## config.mk

```make
export PLATFORM = sky130hd
export DESIGN_NAME = spmv_vec_prefetch_ctrl
export DESIGN_NICKNAME = d
export VERILOG_FILES = /design/src/rtl/spmv_vec_prefetch_ctrl.sv
export SDC_FILE = /design/constraint.sdc
export NUM_CORES = 1
export LEC_CHECK = 0
export ABC_CLOCK_PERIOD_IN_PS = 4950
export CORE_AREA = 4 4 541 543
export CTS_CLUSTER_DIAMETER = 200
export DETAILED_ROUTE_END_ITERATION = 6
export DIE_AREA = 0 0 545 547
export GPL_TIMING_DRIVEN = 0
export PLACE_DENSITY = 0.36
export RECOVER_POWER = 25
export SYNTH_ARGS = -nofsm -noshare
export SYNTH_HDL_FRONTEND = slang
export SYNTH_SLANG_ARGS = --single-unit
```

## constraint.sdc

```tcl
create_clock -name clk -period 4.95 [get_ports clk]
set_clock_uncertainty 0.05 [all_clocks]
set_input_delay 0.99 -clock clk [delete_from_list [all_inputs] [get_ports clk]]
set_output_delay 0.99 -clock clk [all_outputs]
set_load 0.05 [all_outputs]
```

## src/rtl/spmv_vec_prefetch_ctrl.sv

```systemverilog
// spmv_vec_prefetch_ctrl
//   Takes INIT / LD_SPM / LD_VEC commands that describe a sparse matrix and a
//   dense vector. It derives the matrix array pointers, then prefetches the
//   vector into a line buffer. Up to MAX_OUT line requests can be in flight,
//   and their responses may return out of order. When every line is
//   resident, it pulses spmv_start and returns a status response to the core.
// Ports
//   clk, rst_n                    clock, synchronous active-low reset
//   cmd_val/busy/cmd_opcode/...   command handshake (busy = !cmd_rdy)
//   resp_val/resp_rdy/resp_data   completion {status[63:62], lines[15:0]}
//   mem_req_*                     line read requests (transid = line index)
//   mem_resp_*                    line read responses
//   vbuf_wr_*                     vector buffer line write
//   spm_*, vec_len                latched configuration
//   spmv_start                    one-cycle pulse when the vector is loaded
module spmv_vec_prefetch_ctrl #(
   parameter int ADDR_W     = 40,
   parameter int LINE_BYTES = 64,
   parameter int ELEM_BYTES = 4,
   parameter int MAX_OUT    = 8
) (
   input  logic                    clk,
   input  logic                    rst_n,
   input  logic                    cmd_val,
   output logic                    busy,
   input  logic [5:0]              cmd_opcode,
   input  logic [63:0]             cmd_config_data,
   output logic                    resp_val,
   input  logic                    resp_rdy,
   output logic [63:0]             resp_data,
   output logic                    mem_req_val,
   input  logic                    mem_req_rdy,
   output logic [5:0]              mem_req_transid,
   output logic [ADDR_W-1:0]       mem_req_addr,
   input  logic                    mem_resp_val,
   input  logic [5:0]              mem_resp_transid,
   input  logic [LINE_BYTES*8-1:0] mem_resp_data,
   output logic                    vbuf_wr_en,
   output logic [5:0]              vbuf_wr_line,
   output logic [LINE_BYTES*8-1:0] vbuf_wr_data,
   output logic [ADDR_W-1:0]       spm_val_ptr,
   output logic [ADDR_W-1:0]       spm_col_ptr,
   output logic [ADDR_W-1:0]       spm_row_ptr,
   output logic [15:0]             spm_nnz,
   output logic [15:0]             spm_nnzr,
   output logic [15:0]             vec_len,
   output logic                    spmv_start
);
   localparam int LB_LG = $clog2(LINE_BYTES);
   localparam int EB_LG = $clog2(ELEM_BYTES);
   // vec_len*ELEM_BYTES plus one spare bit for the round-up add
   localparam int LW    = 16 + EB_LG + 1;

   localparam logic [5:0] OP_INIT   = 6'd0;
   localparam logic [5:0] OP_LD_SPM = 6'd1;
   localparam logic [5:0] OP_LD_VEC = 6'd2;

   typedef enum logic [1:0] {S_IDLE, S_CONFIG, S_PREFETCH, S_RESP} state_t;

   state_t            state, state_nxt;
   logic              have_spm, have_vec;
   logic [ADDR_W-1:0] vec_ptr;
   logic [LW-1:0]     lines;
   logic [6:0]        issued, received, outstanding;
   logic [63:0]       pending;
   logic [1:0]        status;

   logic              cmd_fire, illegal, cfg_done, lines_ok, req_fire, rsp_acc, done;
   logic [LW-1:0]     bytes_w, lines_calc;
   logic [ADDR_W-1:0] nnz_off;
   logic [63:0]       pend_set, pend_clr;
   logic              unused_cfg;

   assign unused_cfg = ^cmd_config_data;

   assign cfg_done   = (state == S_CONFIG) && have_spm && have_vec;
   // Also block commands in the single cycle that launches the prefetch,
   // so that no configuration can change under the line count computation.
   assign busy       = (state == S_PREFETCH) || (state == S_RESP) || cfg_done;
   assign cmd_fire   = cmd_val && !busy;
   assign illegal    = cmd_opcode > OP_LD_VEC;

   assign bytes_w    = LW'(vec_len) << EB_LG;
   assign lines_calc = (bytes_w + LW'(LINE_BYTES - 1)) >> LB_LG;
   assign lines_ok   = (lines != '0) && (lines <= LW'(64));
   assign nnz_off    = ADDR_W'(cmd_config_data[15:0]) << EB_LG;

   assign mem_req_val     = (state == S_PREFETCH) && lines_ok &&
                            (LW'(issued) < lines) && (outstanding < 7'(MAX_OUT));
   assign mem_req_transid = issued[5:0];
   assign mem_req_addr    = vec_ptr + (ADDR_W'(issued) << LB_LG);
   assign req_fire        = mem_req_val && mem_req_rdy;

   // Only tags with a live request are accepted; stale or duplicate
   // responses fall through with no effect.
   assign rsp_acc      = (state == S_PREFETCH) && mem_resp_val && pending[mem_resp_transid];
   assign vbuf_wr_en   = rsp_acc;
   assign vbuf_wr_line = mem_resp_transid;
   assign vbuf_wr_data = mem_resp_data;

   assign done     = (state == S_PREFETCH) && lines_ok && (LW'(received) == lines);
   assign pend_set = req_fire ? (64'd1 << issued[5:0]) : 64'd0;
   assign pend_clr = rsp_acc  ? (64'd1 << mem_resp_transid) : 64'd0;

   assign resp_val  = (state == S_RESP);
   assign resp_data = {status, 46'd0, 9'd0, received};

   always_comb begin
      state_nxt  = state;
      spmv_start = 1'b0;
      case (state)
         S_IDLE: begin
            if (cmd_fire) begin
               if (illegal)                    state_nxt = S_RESP;
               else if (cmd_opcode == OP_INIT) state_nxt = S_CONFIG;
            end
         end
         S_CONFIG: begin
            if (cfg_done)                  state_nxt = S_PREFETCH;
            else if (cmd_fire && illegal)  state_nxt = S_RESP;
         end
         S_PREFETCH: begin
            if (!lines_ok) state_nxt = S_RESP;
            else if (done) begin
               state_nxt  = S_RESP;
               spmv_start = 1'b1;
            end
         end
         S_RESP: begin
            if (resp_rdy) state_nxt = S_IDLE;
         end
         default: state_nxt = S_IDLE;
      endcase
   end

   always_ff @(posedge clk) begin
      if (!rst_n) begin
         state       <= S_IDLE;
         have_spm    <= 1'b0;
         have_vec    <= 1'b0;
         vec_ptr     <= '0;
         spm_val_ptr <= '0;
         spm_col_ptr <= '0;
         spm_row_ptr <= '0;
         spm_nnz     <= '0;
         spm_nnzr    <= '0;
         vec_len     <= '0;
         lines       <= '0;
         issued      <= '0;
         received    <= '0;
         outstanding <= '0;
         pending     <= '0;
         status      <= '0;
      end else begin
         state <= state_nxt;
         if (cmd_fire) begin
            if (illegal) status <= 2'd2;
            else if (cmd_opcode == OP_INIT) begin
               spm_val_ptr <= cmd_config_data[ADDR_W-1:0];
               have_spm    <= 1'b0;
               have_vec    <= 1'b0;
            end else if (state == S_CONFIG && cmd_opcode == OP_LD_SPM) begin
               spm_nnz     <= cmd_config_data[15:0];
               spm_nnzr    <= cmd_config_data[31:16];
               spm_col_ptr <= spm_val_ptr + nnz_off;
               spm_row_ptr <= spm_val_ptr + nnz_off + nnz_off;
               have_spm    <= 1'b1;
            end else if (state == S_CONFIG && cmd_opcode == OP_LD_VEC) begin
               vec_ptr  <= cmd_config_data[ADDR_W-1:0] & ~ADDR_W'(LINE_BYTES - 1);
               vec_len  <= cmd_config_data[63:48];
               have_vec <= 1'b1;
            end
         end
         if (cfg_done) begin
            lines       <= lines_calc;
            issued      <= '0;
            received    <= '0;
            outstanding <= '0;
            pending     <= '0;
         end else if (state == S_PREFETCH) begin
            issued      <= issued + 7'(req_fire);
            received    <= received + 7'(rsp_acc);
            outstanding <= outstanding + 7'(req_fire) - 7'(rsp_acc);
            pending     <= (pending | pend_set) & ~pend_clr;
            if (!lines_ok)  status <= (lines == '0) ? 2'd0 : 2'd1;
            else if (done)  status <= 2'd0;
         end else if (state == S_RESP && resp_rdy) begin
            issued   <= '0;
            received <= '0;
         end
      end
   end
endmodule

```

# After elaboration in Yosys (flattened, before gate mapping)
# Index checks and enable logic that the tools add are counted.
dict set report totals {
  output_inout_bits 801
  regBits 306
  input_bits 594
}
dict set report classes {
  bitwise_logic 7
  add_sub_neg 8
  reduce_logical 32
  n_eq_ne 12
  mux 31
  order_cmp 5
  n_shift 2
}
# cell n
set op_table {}
lappend op_table {{64-bit two-way mux} 2}
lappend op_table {{1-bit by 6-bit left shift with 64-bit output (first input constant)} 2}
lappend op_table {{40-bit by 18-bit adder with 40-bit output} 2}
lappend op_table {{64-bit AND} 1}
lappend op_table {{64-bit inverter} 1}
lappend op_table {{64-bit bitwise OR} 1}
lappend op_table {{40-bit by 13-bit adder with 40-bit output} 1}
lappend op_table {{2-bit two-way mux} 14}
lappend op_table {{7-bit by 1-bit adder with 7-bit output} 3}
lappend op_table {{7-bit two-way mux} 3}
lappend op_table {{18-bit by 6-bit adder with 19-bit output (second input constant)} 1}
lappend op_table {{19-bit zero test} 1}
lappend op_table {{19-bit nonzero test} 1}
lappend op_table {{1-bit logical AND} 15}
lappend op_table {{7-bit by 13-bit equality test with 1-bit output} 1}
lappend op_table {{13-bit by 7-bit <= comparator with 1-bit output (second input constant)} 1}
lappend op_table {{7-bit by 13-bit < comparator with 1-bit output} 1}
lappend op_table {{1-bit two-way mux} 10}
lappend op_table {{5-bit AND reduction} 2}
lappend op_table {{2-bit one-hot mux with 4 select lines} 1}
lappend op_table {{4-bit AND reduction} 2}
lappend op_table {{6-bit by 7-bit < comparator with 1-bit output (second input constant)} 1}
lappend op_table {{7-bit by 4-bit < comparator with 1-bit output (second input constant)} 1}
lappend op_table {{7-bit by 1-bit subtractor with 7-bit output} 1}
lappend op_table {{18 further kinds} 28}

# Logic depth before layout (Yosys ltp)
dict set report logic_depth {
  depth_word 11
  ltp_mapped 23
}

# Least setup slack after synthesis
# OpenSTA, ideal clock, no wires.
dict set report synth_path {
  path_kind {input -> register}
  startpoint {input mem_resp_transid[0]}
  endpoint {register outstanding[6]}
  path_buffers 3
  stages 19
  setup_time_ps 86
  t_arrival_ps 5321
  required_ps 4814
  setup_slack_ps -507
  cell_sequence {clkbuf_1 -> clkbuf_1 -> mux4_2 -> mux4_2 -> mux4_2 -> and3_1 -> clkbuf_1 -> ha_1 -> inv_1 -> ha_1 -> inv_1 -> fa_1 -> inv_1 -> a21o_1 -> a21oi_1 -> o21bai_1 -> a21oi_1 -> xnor2_1 -> a211oi_1}
}
dict set report synth_via {
  elab_chain_len 4
}
# item line_no
set synth_rtl {}
lappend synth_rtl {{from (decl)} 36} ;# input logic [5:0] mem_resp_transid,
lappend synth_rtl {{1-bit binary-select mux with 6-bit select} 96} ;# assign rsp_acc = (state == S_PREFETCH) && mem_resp_val && pending[mem_resp_transid];
lappend synth_rtl {{1-bit two-way mux (implied by the code)} 96}
lappend synth_rtl {{1-bit logical AND} 96}
lappend synth_rtl {{net vbuf_wr_en} 38} ;# output logic vbuf_wr_en,
lappend synth_rtl {{7-bit by 1-bit subtractor with 7-bit output} 183} ;# outstanding <= outstanding + 7'(req_fire) - 7'(rsp_acc);
lappend synth_rtl {{to (signal assigned)} 183}
lappend synth_rtl {{to (decl)} 64} ;# logic [6:0] issued, received, outstanding;
# The timed path passes the listed nets, and every way through them passes these cells. The select of a mux whose other input is x is not followed.
# A chain may end at the register's enable or synchronous reset.

# Final worst setup path
dict set report layout_path {
  startpoint {input cmd_config_data[0]}
  endpoint {register spm_row_ptr[39]}
}
dict set report layout_via {
  elab_chain_len 2
}
# item line_no
set layout_rtl {}
lappend layout_rtl {{from (decl)} 27} ;# input logic [63:0] cmd_config_data,
lappend layout_rtl {{40-bit by 18-bit adder with 40-bit output} 166} ;# spm_row_ptr <= spm_val_ptr + nnz_off + nnz_off;
lappend layout_rtl {{40-bit by 18-bit adder with 40-bit output (*)} 166}
lappend layout_rtl {{to (signal assigned)} 166}
lappend layout_rtl {{to (decl)} 43} ;# output logic [ADDR_W-1:0] spm_row_ptr,
# Every way passes the cells marked *; elsewhere a longest branch is shown, timed or not.

==> impl_results.md <==
* Outcome: completed
* DRC at 0
* Clock Latency Late Sink at 0.63 ns
* Hold_buf cts at 0
* Die Area at 0.298 mm²
* Tmin final at 4.86 ns
* Fmax at 206 MHz
* Crit path DAT at 5.37 ns
* I/O Buffers at 811
* Critical Path RT at 5.45 ns
* CP Launch Type: primary input
* Largest family of logic cells by synthesized area: buffers and inverters
* Most frequent cells in the layout: buf_4 (646), clkdlybuf4s50_1 (515), nand2_1 (402), dfxtp_1 (299), dlygate4sd3_1 (251)
* Uppermost layer routed: met5
* Cell taking the most area after synthesis: dfxtp_1
* Kind of critical path: primary input to flop
* Die Width at 545 µm
* Final setup violation count at 0
* Post-synth ARST share at 0
* Drt pass-1 iters at 6
* Initial antenna violation count at 49
* RSZ-0062 raised after global routing: true
* Total power at 0.00872 W
* GP Congestion at 0.971
* Layout area overhead at 77.3%
* Total GRT Usage at 0.109
* Final Hold Viols at 0
* Vias in the first global route at 22,042
* Crit path capture type: flop
* Fin crit share at 0.982
* Mux contribution to synthesized area at 0.0252
* Distinct cells, synth at 74
* Root Driver: clkbuf_16
* Ys Warns at 0
* Largest net degree at the start of global routing at 13
* Cell Area, Synth at 0.0204 mm²
* Worst Hold Class: flop to flop
* Total gr overflow at 0
* Avg Inst Size Synth at 7.85 µm²
* Post-route antenna net violation count at 0
* XOR/XNOR Fraction of Synth Area at 0.0473
* Met2 WL at 82,500 µm
* Max Cap Viol at 0
* Worst slew pin tran at 1.30 ns
* LEAKAGE at 13.1 nW
* Num Clock Sinks at 304
* Syn Inst Count at 2,594
* First-pass GRT wire length at 216,000 µm
* Sequential element share of the synthesized area at 0.299
* WL/cell at 23.3 µm
* Core area at 0.288 mm²
* IO Pins at 1,395
* Die H at 547 µm
* Design Area, Final at 0.0361 mm²
* Simple-gate share of the synthesized area at 0.170
* Layout fillers at 33,036
* DRT iter0 DRCs at 1,012
* Top_reg_cell synth: dfxtp_1
* Top cells by area, synth: dfxtp_1 (30%), buf_4 (22%), nand2_1 (7.4%)
* DR WL met3 at 20,400 µm
* Maximum buffer depth of the clock tree at 3
* Number of flops mapped to enable cells by yosys at 0
* Vias/cell at 2.96
* Power density of the placed cells at 242 mW/mm²
* Routed wire length at 172,000 µm
* Commonest non-fill, non-tap cell in the layout: buf_4
* H-tree Lvls at 2
* Metal-1 WL at 65,800 µm
* Vias at 21,869
* Synth Area in Adders at 0.0432
* Initial Utilization at 0.0708
* Nets at 4,234
* CTS tree: done
* Worst IR drop on VDD at 218 µV
* Rows at 197
* Top-area cell type share of the netlist area at 0.299
* CTS clock-pin slew for the worst setup and hold paths at 0.06 ns
* Dpl cell area at 0.0336 mm²
* Max-slew violations at 0
* Slew margin rel. at 0.136
* Flops & latches, synth at 304
* Total CTS buffers at 46
* Max FO, Critical Path at 6
* Layout cells sized above 1 at 0.253
* Post-DP HPWL at 152,000 µm
* Synth Area in Compound Gates at 0.165
[report_power, final]
| group | total (W) | switching [W] | internal (W) |
|---|---|---|---|
| logic | 0.00278 | 0.00180 | 0.000984 |
| registers | 0.00251 | 0.0000316 | 0.00248 |
| clock network | 0.00343 | 0.00143 | 0.00200 |
| total | 0.00872 | 0.00326 | 0.00546 |
[path summary, 6_finish.rpt]
kind / cells past startpoint / slack (ns) / to / startpoint
setup / recovery: 23 / 0.09 / spm_row_ptr[39] / cmd_config_data[0]
hold / removal: 2 / 0.40 / spm_nnzr[6] / spm_nnzr[6]
setup reg to reg: 22 / 0.16 / spm_row_ptr[39] / spm_val_ptr[2]
hold reg to reg: 2 / 0.40 / spm_nnzr[6] / spm_nnzr[6]
[cells by family after synthesis]
| group | Yosys count |
|---|---|
| xor gates and xnor gates | 110 |
| buffers and inverters | 763 |
| and+or+nand+nor | 787 |
| muxes | 25 |
| DFF | 304 |
| adders and majority gates | 68 |
| AOI/OAI and AO/OA | 536 |
| other | 1 |
[timing repair]
action | in CTS | in global routing
resized for setup | 213 | 85
endpoints found under the setup margin | 61 | 23
buffers inserted | 35 | 25
pin swaps | 26 | 41
[state kept, by name, indices dropped and copies added, names as in the netlist]
signal and cells:
spm_nnzr 16, have_vec 1, lines 13, received 7, status 2, spm_nnz 16, vec_len 16, state 2
have_spm 1, spm_val_ptr 40, issued 7, spm_row_ptr 38, outstanding 7, vec_ptr 34, pending 64, spm_col_ptr 40
[final cells by class]
class,count,area (µm²),area share
antenna,7,17.5,0.000485
timing repair buffer,873,8580,0.238
clock buffer,58,1280,0.0354
sequential,304,6100,0.169
multi-input combinational,1587,10000,0.277
tap,3781,4730,0.131
buffer,709,4970,0.138
clock inverter,25,254,0.00703
inverter,51,195,0.00540
[metal layers]
metal  GRT usage  vias up
li1            -    10200
met1       0.122    10353
met2       0.189     1152
met3      0.0534      152
met4      0.0190       12
met5           0        -
[cell usage after synthesis, drive strengths merged, types with 3 or more instances]
cell type and number:
xnor2 62, a211oi 108, nor4 10, a21oi 224
o211ai 12, o21a 9, o2111a 4, nor4b 3
nor2b 4, and2 5, and3 19, buf 602
or4 5, a21o 32, xor2 48, dfxtp 304
nor2 154, o21bai 5, a31oi 67, nand2b 15
and4 5, o22ai 3, mux4 21, inv 50
clkbuf 110, a211o 6, nand2 402, or2 8
o21ai 40, nand4 29, a2111oi 3, a21boi 5
mux2i 4, fa 4, nand3 56, ha 64
or3 12, nor3 47, nor3b 5, or3b 4
[worst max-delay path: stages]
cell and delay (ns):
buf_12 0.11, ha_4 0.13, inv_2 0.03, fa_2 0.34, nand2b_4 0.17, a21oi_4 0.20
buf_6 0.12, buf_4 0.11, o2111a_2 0.24, nor3_2 0.07, xnor2_2 0.19, ha_4 0.32
nand2_1 0.07, o21ai_2 0.19, a2111oi_2 0.07, nor3_2 0.28, a21oi_2 0.13, a2111oi_4 0.38
nand4_1 0.15, buf_6 0.19, or3_4 0.34, o31a_1 0.30, o31ai_2 0.24
[through the flow]
| stage | worst slack, ns | setup TNS [ns] | instances | util | hold slack [ns] |
|---|---|---|---|---|---|
| after floorplan | -0.0188 | -0.0188 | 2654 | - | 0.383 |
| after global placement | -2.45 | -280.70 | 7246 | 0.117 | 0.393 |
| after detailed placement | -2.43 | -90.24 | 7249 | 0.117 | 0.396 |
| after CTS | -0.0376 | -0.0376 | 7366 | 0.124 | 0.405 |
| after global routing | -0.109 | -0.315 | 7391 | 0.126 | 0.423 |
| final | 0.0875 | 0 | 7395 | 0.126 | 0.400 |
No activity file was read; power rests on OpenSTA's default activity.
